**src/rtl/ddc_oct_param_bank.sv**
```systemverilog
// ddc_oct_param_bank: per-channel pinc/poff shadow table with atomic, sequential commit to the DDS stage on resync
module ddc_oct_param_bank #(
  parameter  int N_CH  = 8,
  parameter  int ERR_W = 16,
  localparam int CH_W  = $clog2(N_CH)
) (
  input  logic             S_AXI_ACLK,
  input  logic             S_AXI_ARESETN,
  input  logic [31:0]      ch,
  input  logic [31:0]      pinc,
  input  logic [31:0]      poff,
  input  logic             pvalid,
  input  logic             resync_soft,
  input  logic             resync_ext,
  output logic             dds_valid,
  output logic [CH_W-1:0]  dds_ch,
  output logic [31:0]      dds_pinc,
  output logic [31:0]      dds_poff,
  output logic             dds_resync,
  output logic             busy,
  output logic [N_CH-1:0]  dirty,
  output logic [ERR_W-1:0] err_cnt
);
  typedef enum logic [1:0] {IDLE, COMMIT, PULSE} state_t;
  state_t           state_q;
  logic [CH_W-1:0]  idx_q;
  logic             pending_q, pvalid_q, r_q;
  logic [31:0]      pinc_q [N_CH];
  logic [31:0]      poff_q [N_CH];
  logic             valid_q, resync_q, busy_q;
  logic [CH_W-1:0]  ch_q;
  logic [31:0]      opinc_q, opoff_q;
  logic [N_CH-1:0]  dirty_q, dirty_d, clr, set;
  logic [ERR_W-1:0] err_q;
  logic             wr_ev, ch_ok, rs_ev, go;
  logic [CH_W-1:0]  wr_ch;
  always_comb begin
    wr_ev   = pvalid & ~pvalid_q;
    ch_ok   = ch < 32'(N_CH);
    wr_ch   = ch[CH_W-1:0];
    rs_ev   = (resync_soft | resync_ext) & ~r_q;
    go      = rs_ev | pending_q;
    clr     = (state_q == COMMIT) ? (N_CH'(1) << idx_q) : '0;
    set     = (wr_ev && ch_ok) ? (N_CH'(1) << wr_ch) : '0;
    // a write landing on the channel being committed keeps it dirty
    dirty_d = (dirty_q & ~clr) | set;
  end
  always_ff @(posedge S_AXI_ACLK or negedge S_AXI_ARESETN) begin
    if (!S_AXI_ARESETN) begin
      state_q   <= IDLE;
      idx_q     <= '0;
      pending_q <= 1'b0;
      pvalid_q  <= 1'b0;
      r_q       <= 1'b0;
      valid_q   <= 1'b0;
      resync_q  <= 1'b0;
      busy_q    <= 1'b0;
      ch_q      <= '0;
      opinc_q   <= '0;
      opoff_q   <= '0;
      dirty_q   <= '0;
      err_q     <= '0;
      for (int i = 0; i < N_CH; i++) begin
        pinc_q[i] <= '0;
        poff_q[i] <= '0;
      end
    end else begin
      pvalid_q <= pvalid;
      r_q      <= resync_soft | resync_ext;
      valid_q  <= 1'b0;
      resync_q <= 1'b0;
      busy_q   <= state_q != IDLE;
      dirty_q  <= dirty_d;
      if (wr_ev && ch_ok) begin
        pinc_q[wr_ch] <= pinc;
        poff_q[wr_ch] <= poff;
      end
      if (wr_ev && !ch_ok && err_q != '1) err_q <= err_q + ERR_W'(1);
      case (state_q)
        IDLE: if (go) begin
          state_q   <= COMMIT;
          idx_q     <= '0;
          pending_q <= 1'b0;
        end
        COMMIT: begin
          valid_q <= 1'b1;
          ch_q    <= idx_q;
          opinc_q <= pinc_q[idx_q];
          opoff_q <= poff_q[idx_q];
          idx_q   <= idx_q + CH_W'(1);
          if (idx_q == CH_W'(N_CH - 1)) state_q <= PULSE;
          if (rs_ev) pending_q <= 1'b1;
        end
        PULSE: begin
          resync_q  <= 1'b1;
          state_q   <= go ? COMMIT : IDLE;
          idx_q     <= '0;
          pending_q <= 1'b0;
        end
        default: state_q <= IDLE;
      endcase
    end
  end
  assign dds_valid  = valid_q;
  assign dds_ch     = ch_q;
  assign dds_pinc   = opinc_q;
  assign dds_poff   = opoff_q;
  assign dds_resync = resync_q;
  assign busy       = busy_q;
  assign dirty      = dirty_q;
  assign err_cnt    = err_q;
endmodule
```
**config.mk**
```make
export PLATFORM = sky130hd
export DESIGN_NAME = ddc_oct_param_bank
export DESIGN_NICKNAME = d
export VERILOG_FILES = /design/src/rtl/ddc_oct_param_bank.sv
export SDC_FILE = /design/constraint.sdc
export NUM_CORES = 1
export LEC_CHECK = 0
export CAP_MARGIN = 25
export CORE_MARGIN = 1.5
export CORE_UTILIZATION = 45
export DETAILED_ROUTE_END_ITERATION = 8
export GPL_ROUTABILITY_DRIVEN = 0
export PLACE_DENSITY_LB_ADDON = 0.12
export SYNTH_ARGS = -nofsm -noshare
export SYNTH_HDL_FRONTEND = slang
export SYNTH_SLANG_ARGS = --single-unit
```
**constraint.sdc**
```tcl
create_clock -name S_AXI_ACLK -period 2.65 [get_ports S_AXI_ACLK]
set_clock_uncertainty 0.1 [all_clocks]
set_input_delay 0.265 -clock S_AXI_ACLK [delete_from_list [all_inputs] [get_ports S_AXI_ACLK]]
set_output_delay 0.265 -clock S_AXI_ACLK [all_outputs]
set_load 0.05 [all_outputs]
```
==> reports/metrics.yaml, run 1 <==
global_routing:
  grt_use_total: 0.217
  grt-ovfl-total: 0
  grt_max_degree: 87
  grt_pass1_wl_um: 102000
  grt_pass1_vias: 17200
  antenna_found_initial: 4
final_layout:
  final_common_cell: "dfrtp_1"
  syn2layout_area_growth_pct: 22.1
  fin_nets: 2103
  stdcell_count: 2815
  drive_gt1_frac: 0.370
  finalInstanceArea_mm2: 0.0326
  layout_common_cells: "dfrtp_1, mux2_2, clkdlybuf4s50_1"
pwr:
  leakagePower_nw: 15.4
  cellPowerDensity_mw_per_mm2: 811
  p_clk_frac: 0.350
  peakVddDrop_v: 0.00104
  p_seq_frac: 0.397
  p_int_mw: 17.8
  switchingPower_mw: 8.61
  power_frac_comb: 0.253
  netSwitchingFraction: 0.325
setup_path:
  crit_fanout: 5
  r2r_slack_ps: 410
  cpMaxStageDelayCell: "clkdlybuf4s50_1"
  critPathLaunch: "err_cnt[6]$_DFFE_PN0P_"
  reg2reg_from: "pvalid_q$_DFF_PN0_"
  path_depth: 1
  worst-setup-path-type: "flop to primary output"
  arrival_ps: 1900
  cp-end-kind: "primary output"
  crit_family: "buffers and inverters"
  required_ps: 2290
  cp_num_buf_inv: 1
  rr_worst_depth: 6
  path_cells: "clkdlybuf4s50_1"
  cp-start-kind: "flop"
  slowest_delay_ps: 850
  r2r_end: "pinc_q[107]$_DFFE_PN0P_"
  crit_end: "err_cnt[6]"
yosys:
  syn_nets: 1861
  synthArstFlopShare: 1.00
  synth_edf_count: 0
  avgSynthCellArea_um2: 15.2
  synth_cells: 1753
  synth.yosys.seq_area_share: 0.575
  yosysWarnings: 0
  ys_types: 38
  synthesis.area_mm2: 0.0267
  ys_ff_latch: 614
  ys.flop_type: "dfrtp_1"
drt:
  drtIter0Drc: 637
  drc: 0
  wire_per_inst_um: 22.3
  drt-total-wl_um: 62900
  final_antenna_net_count: 0
  vias: 15700
  avgViaCountPerCell: 5.57
  firstDrtPassIters: 4
clocking:
  root_buffer: "clkbuf_16"
  post_cts_resize_count: 0
  clk_pin_slew_worst_paths_ps: 60
  clock_sinks: 614
  hold_buffers: 1
  cts_buffers: 68
  post_cts_buffers: 0
  cts.path.max_buffers: 3
  cts_tree: "yes"
  h-tree-depth: 3
  clock_latency_ps: 590
die:
  dieWidth_um: 247
  io_pins: 195
  rows: 89
  initial_core_util: 0.454
  core_area_mm2: 0.0588
  fp.dieH_um: 247
  dieArea_mm2: 0.0608
timing:
  relSlewSlack: 0.630
  fin_crit_sh: 0.854
  min_period_ps: 2260
  max_clock_freq_ghz: 0.442
  slew_violations: 0
  worst_pin_slew_ps: 555
  finalSetupViolations: 0
  hold_violations: 0
  rsz0062_at_grt: "false"
place:
  numPlacedInstances: 2697
  dpl_cell_area_mm2: 0.0304
  hpwl_um: 40000
  port_buffers: 194
outcome:
  outcome: "completed"
job:
  maxCapViolCount: 0
worst_hold_path:
  hp-class: "primary input to flop"
cells in the mapped netlist, types with 6 or more instances:
library cell,count,share of area
nand3_1,14,0.0026
buf_2,21,0.0039
nor2_1,69,0.0097
mux2_2,415,0.17
inv_1,6,0.00084
clkbuf_1,39,0.0055
dfrtp_1,614,0.58
ha_1,7,0.0033
nand2_1,146,0.021
mux4_2,128,0.11
mux2_1,98,0.041
xnor2_1,15,0.0049
a21o_1,8,0.0022
buf_6,23,0.0097
buf_1,10,0.0014
a31oi_1,64,0.015
buf_4,24,0.0067
flip-flops by register name, summed over array words and instances, names as in the netlist, 2 cells and up:
signal    flops
dds_ch        3
dds_pinc     32
dds_poff     32
dirty         8
err_cnt      16
idx_q         3
pinc_q      256
poff_q      256
state_q       2
per-layer routing:
metal,up-vias,global-route usage,share of wire
met5,-,0,0.00087
li1,6880,-,-
met3,79,0.0332,0.040
met1,8450,0.309,0.46
met4,8,0.0527,0.015
met2,267,0.350,0.48
per-stage QoR:
| stage | setup TNS [ps] | hold slack [ps] | power [mW] | utilization | worst slack (ps) |
|---|---|---|---|---|---|
| floorplan | 0 | -131 | 14.6 | - | 265 |
| global placement | -96470 | 154 | 17.5 | 0.517 | -227 |
| detailed placement | -95410 | 164 | 17.5 | 0.517 | -235 |
| CTS | 0 | 52.8 | 26.9 | 0.555 | 359 |
| global route | 0 | 104 | 27.6 | 0.555 | 239 |
| finish | 0 | 88.9 | 26.5 | 0.555 | 388 |
cell type report:
cell class                 instances  area, um^2
fill                            4798       26200
sequential                       614       15400
tap                              773         967
timing repair buffer             289        3390
multi-input combinational       1015       10700
clock buffer                     103        2040
clock inverter                    13         148
antenna                            1        2.50
inverter                           7        28.8
how the worst min path moves through the flow:
stage	end	start	depth (start not counted)
after floorplan	busy$_DFF_PN0_	S_AXI_ARESETN	0
after global placement	poff_q[212]$_DFFE_PN0P_	S_AXI_ARESETN	1
after detailed placement	poff_q[212]$_DFFE_PN0P_	S_AXI_ARESETN	1
after CTS	pvalid_q$_DFF_PN0_	pvalid	1
after global routing	pvalid_q$_DFF_PN0_	pvalid	1
final	pvalid_q$_DFF_PN0_	pvalid	1
kinds of logic (layout without fill, tap and decap cells):
group | count (synthesis) | in the layout | synth area share
compound gates | 85 | 85 | 0.0202
flops | 614 | 614 | 0.575
fa+ha+maj | 7 | 7 | 0.00328
xor+xnor | 15 | 15 | 0.00492
other cells | 0 | 1 | 0
simple gates | 267 | 267 | 0.0441
mux | 641 | 641 | 0.324
buf+inv | 124 | 412 | 0.0282
power by group through the flow:
stage / registers, mW / logic (mW) / clock network, mW
after floorplan: 11.9 / 2.71 / 0
after global placement: 10.7 / 6.80 / 0
after detailed placement: 10.7 / 6.81 / 0
after CTS: 10.5 / 6.81 / 9.53
after global routing: 10.6 / 7.14 / 9.92
final: 10.5 / 6.70 / 9.26
Power figures use the tool's default switching activity.
==> run 2: changes to the inputs <==
Settings changed: CTS_CLUSTER_DIAMETER from default to 200.
Clock period 2.65 ns to 1.95 ns, I/O delays scaled along.
==> run 2 against run 1 <==
The flow now finishes with violations (setup timing). Final area is 13% higher. Clock power rose by 40%. Count of clock-buffer cells in the layout up 1. Via count is 6.5% higher. Wire length up 17%. Sequential power increased by 34%. Hold slack gained 6.6 ps. First-iteration DRC count increased by 81%. Combinational power increased by 44%. Critical path depth rose by 10. Setup slack lost 520 ps. Largest cell class unchanged. Largest power group unchanged.
==> reports/metrics.yaml, run 2 (same netlist as run 1, synthesis figures left out) <==
outcome:
  outcome: "complete, but fails checks"  # was completed
  violations: "setup timing"
final_layout:
  finalInstanceArea_mm2: 0.0370  # was 0.0326 mm^2
  fin_nets: 2254  # was 2103
  multi_input_area_mm2: 0.0126  # was 0.0107 mm^2
  fill_cells: 4314  # was 4798
  layout_common_cells: "dfrtp_1, mux2_4, nand2_1"  # was dfrtp_1, mux2_2, clkdlybuf4s50_1
  reg_top3: "pinc_q (256), poff_q (256)"  # unchanged
  seq_area_mm2: 0.0154  # about the same
  drive_gt1_frac: 0.472  # was 0.370
  syn2layout_area_growth_pct: 38.4  # was 22.1%
  final_common_cell: "dfrtp_1"  # unchanged
clocking:
  clk_pin_slew_worst_paths_ps: 60  # about the same
  cts_buffers: 69  # was 68
  clock_sinks: 614  # unchanged
  cts.path.max_buffers: 3  # unchanged
  root_buffer: "clkbuf_16"  # unchanged
  cts_tree: "yes"  # unchanged
  h-tree-depth: 3  # unchanged
  clock_latency_ps: 590  # about the same
setup_path:
  required_ps: 2320  # was 2290 ps
  r2r_end: "pinc_q[93]$_DFFE_PN0P_"  # was pinc_q[107]$_DFFE_PN0P_
  crit_fanout: 7  # was 5
  cp-end-kind: "flop"  # was primary output
  cp-start-kind: "primary input"  # was flop
  arrival_ps: 2460  # was 1900 ps
  reg2reg_from: "pvalid_q$_DFF_PN0_"  # unchanged
  worst-setup-path-type: "primary input to flop"  # was flop to primary output
  r2r_slack_ps: -80  # was 410 ps
  rr_worst_depth: 8  # was 6
drt:
  drt-total-wl_um: 73900  # was 62900 um
  route.met2.wl_um: 34700  # was 30300 um
  vias: 16700  # was 15700
  avgViaCountPerCell: 5.62  # was 5.57
  firstDrtPassIters: 4  # unchanged
  met1Wirelength_um: 34900  # was 29100 um
  top_layer: "met4"  # was met5
  final_antenna_net_count: 0  # unchanged
  wire_per_inst_um: 24.9  # was 22.3 um
  drc: 0  # unchanged
  drtIter0Drc: 1155  # was 637
  routed-wl-met3_um: 3180  # was 2540 um
timing:
  relSlewSlack: 0.584  # was 0.630
  hold_violations: 0  # unchanged
  setup_slack_ps: -134  # was 388 ps
  slew_violations: 0  # unchanged
  finalSetupViolations: 281  # was 0
  worst_pin_slew_ps: 624  # was 555 ps
  rsz0062_at_grt: "true"  # was false
  finalSetupTns_ps: -17680  # was 0 ps
  min_period_ps: 2080
  max_clock_freq_ghz: 0.480
  fin_crit_sh: 1.07
die:
  io_pins: 195  # unchanged
  dieWidth_um: 247  # unchanged
  dieArea_mm2: 0.0608  # unchanged
  rows: 89  # unchanged
  initial_core_util: 0.454  # unchanged
  core_area_mm2: 0.0588  # unchanged
  fp.dieH_um: 247  # unchanged
worst_hold_path:
  hold_depth: 3  # was 1
  hold_path_end: "r_q$_DFF_PN0_"  # was pvalid_q$_DFF_PN0_
  hp-class: "primary input to flop"  # unchanged
  min_from: "resync_ext"  # was pvalid
pwr:
  p_int_mw: 24.7  # was 17.8 mW
  p_clk_frac: 0.354  # was 0.350
  netSwitchingFraction: 0.328  # was 0.325
  totalPowerFinal_mw: 36.7  # was 26.5 mW
  power_frac_comb: 0.263  # was 0.253
  p_seq_frac: 0.383  # was 0.397
  switchingPower_mw: 12.1  # was 8.61 mW
  cellPowerDensity_mw_per_mm2: 993  # was 811 mW/mm^2
  leakagePower_nw: 17.3  # was 15.4 nW
  peakVddDrop_v: 0.000825  # was 0.00104 V
global_routing:
  grt_use_total: 0.245  # was 0.217
  grt_max_degree: 90  # was 87
  grt_pass1_vias: 18000  # was 17200
  antenna_found_initial: 1  # was 4
  grt_pass1_wl_um: 113000  # was 102000 um
  grt-ovfl-total: 0  # unchanged
job:
  maxCapViolCount: 0  # unchanged
place:
  dpl_cell_area_mm2: 0.0320  # was 0.0304 mm^2
  hpwl_um: 42500  # was 40000 um
  port_buffers: 194  # unchanged
## run 2: cell types whose count changed in the layout (fill, tap and decap cells not counted), sizes merged
cell           previous run  this run
clkbuf                  103       113
dlygate4sd2               0        93
inv                       9         7
dlygate4sd3               1         3
clkinv                    8        12
buf                      95       241
clkinvlp                  0         1
dlymetal6s2s              0        10
clkdlybuf4s50           193        76
clkdlybuf4s15             0         7
## run 2: worst max path at each step
| stage | startpoint | cells past startpoint | endpoint |
|---|---|---|---|
| floorplan | ch[27] | 8 | pinc_q[215]$_DFFE_PN0P_ |
| global placement | ch[27] | 9 | poff_q[72]$_DFFE_PN0P_ |
| detailed placement | ch[27] | 9 | poff_q[70]$_DFFE_PN0P_ |
| CTS | ch[31] | 10 | pinc_q[161]$_DFFE_PN0P_ |
| global route | ch[17] | 10 | pinc_q[113]$_DFFE_PN0P_ |
| finish | ch[31] | 11 | pinc_q[43]$_DFFE_PN0P_ |
## run 2: per-stage QoR
step | worst slack [ps] | util | hold WS, ps | cells
after floorplan | -294 | - | -201 | 1753
after global placement | -847 | 0.544 | 22.7 | 2756
after detailed placement | -848 | 0.544 | 38.9 | 2756
after CTS | -136 | 0.619 | 65.9 | 2960
after global routing | -183 | 0.629 | 117 | 2968
final | -134 | 0.629 | 95.6 | 2969
## run 2: final cells by class
cell class,count,share of cell area
clock inverter,16,0.00426
clock buffer,104,0.0571
multi-input combinational,1015,0.342
tap,773,0.0262
antenna,1,0.0000677
inverter,7,0.000846
timing repair buffer,439,0.154
sequential,614,0.416
## run 2: critical path, stage by stage
cell	delay (ps)
buf_6	90
or4_4	540
nor3_4	130
nand4_2	110
buf_12	170
buf_12	120
buf_6	110
nor3_4	270
buf_8	230
clkbuf_16	190
mux2_4	300
## run 2: timing repair
item | in CTS | in global routing
endpoints found under the setup margin | 598 | 515
cloned | 28 | 10
setup buffers | 55 | 20
endpoints found under the hold margin | 480 | 0
hold buffers | 3 | 0
resized for setup | 349 | 183
pin swaps | 13 | 19
## run 2: routing by layer
metal | GRT usage | up-vias
li1 | - | 7191
met1 | 0.360 | 9063
met2 | 0.384 | 374
met3 | 0.0366 | 69
met4 | 0.0601 | 0
met5 | 0 | -
## run 2: power groups by stage
stage | logic, mW | registers [mW] | clock network [mW]
global placement | 10.1 | 14.3 | 0
CTS | 9.78 | 14.1 | 13.3
finish | 9.66 | 14.1 | 13.0
detailed placement | 10.2 | 14.3 | 0
floorplan | 3.72 | 16.2 | 0
global route | 10.3 | 14.2 | 13.8
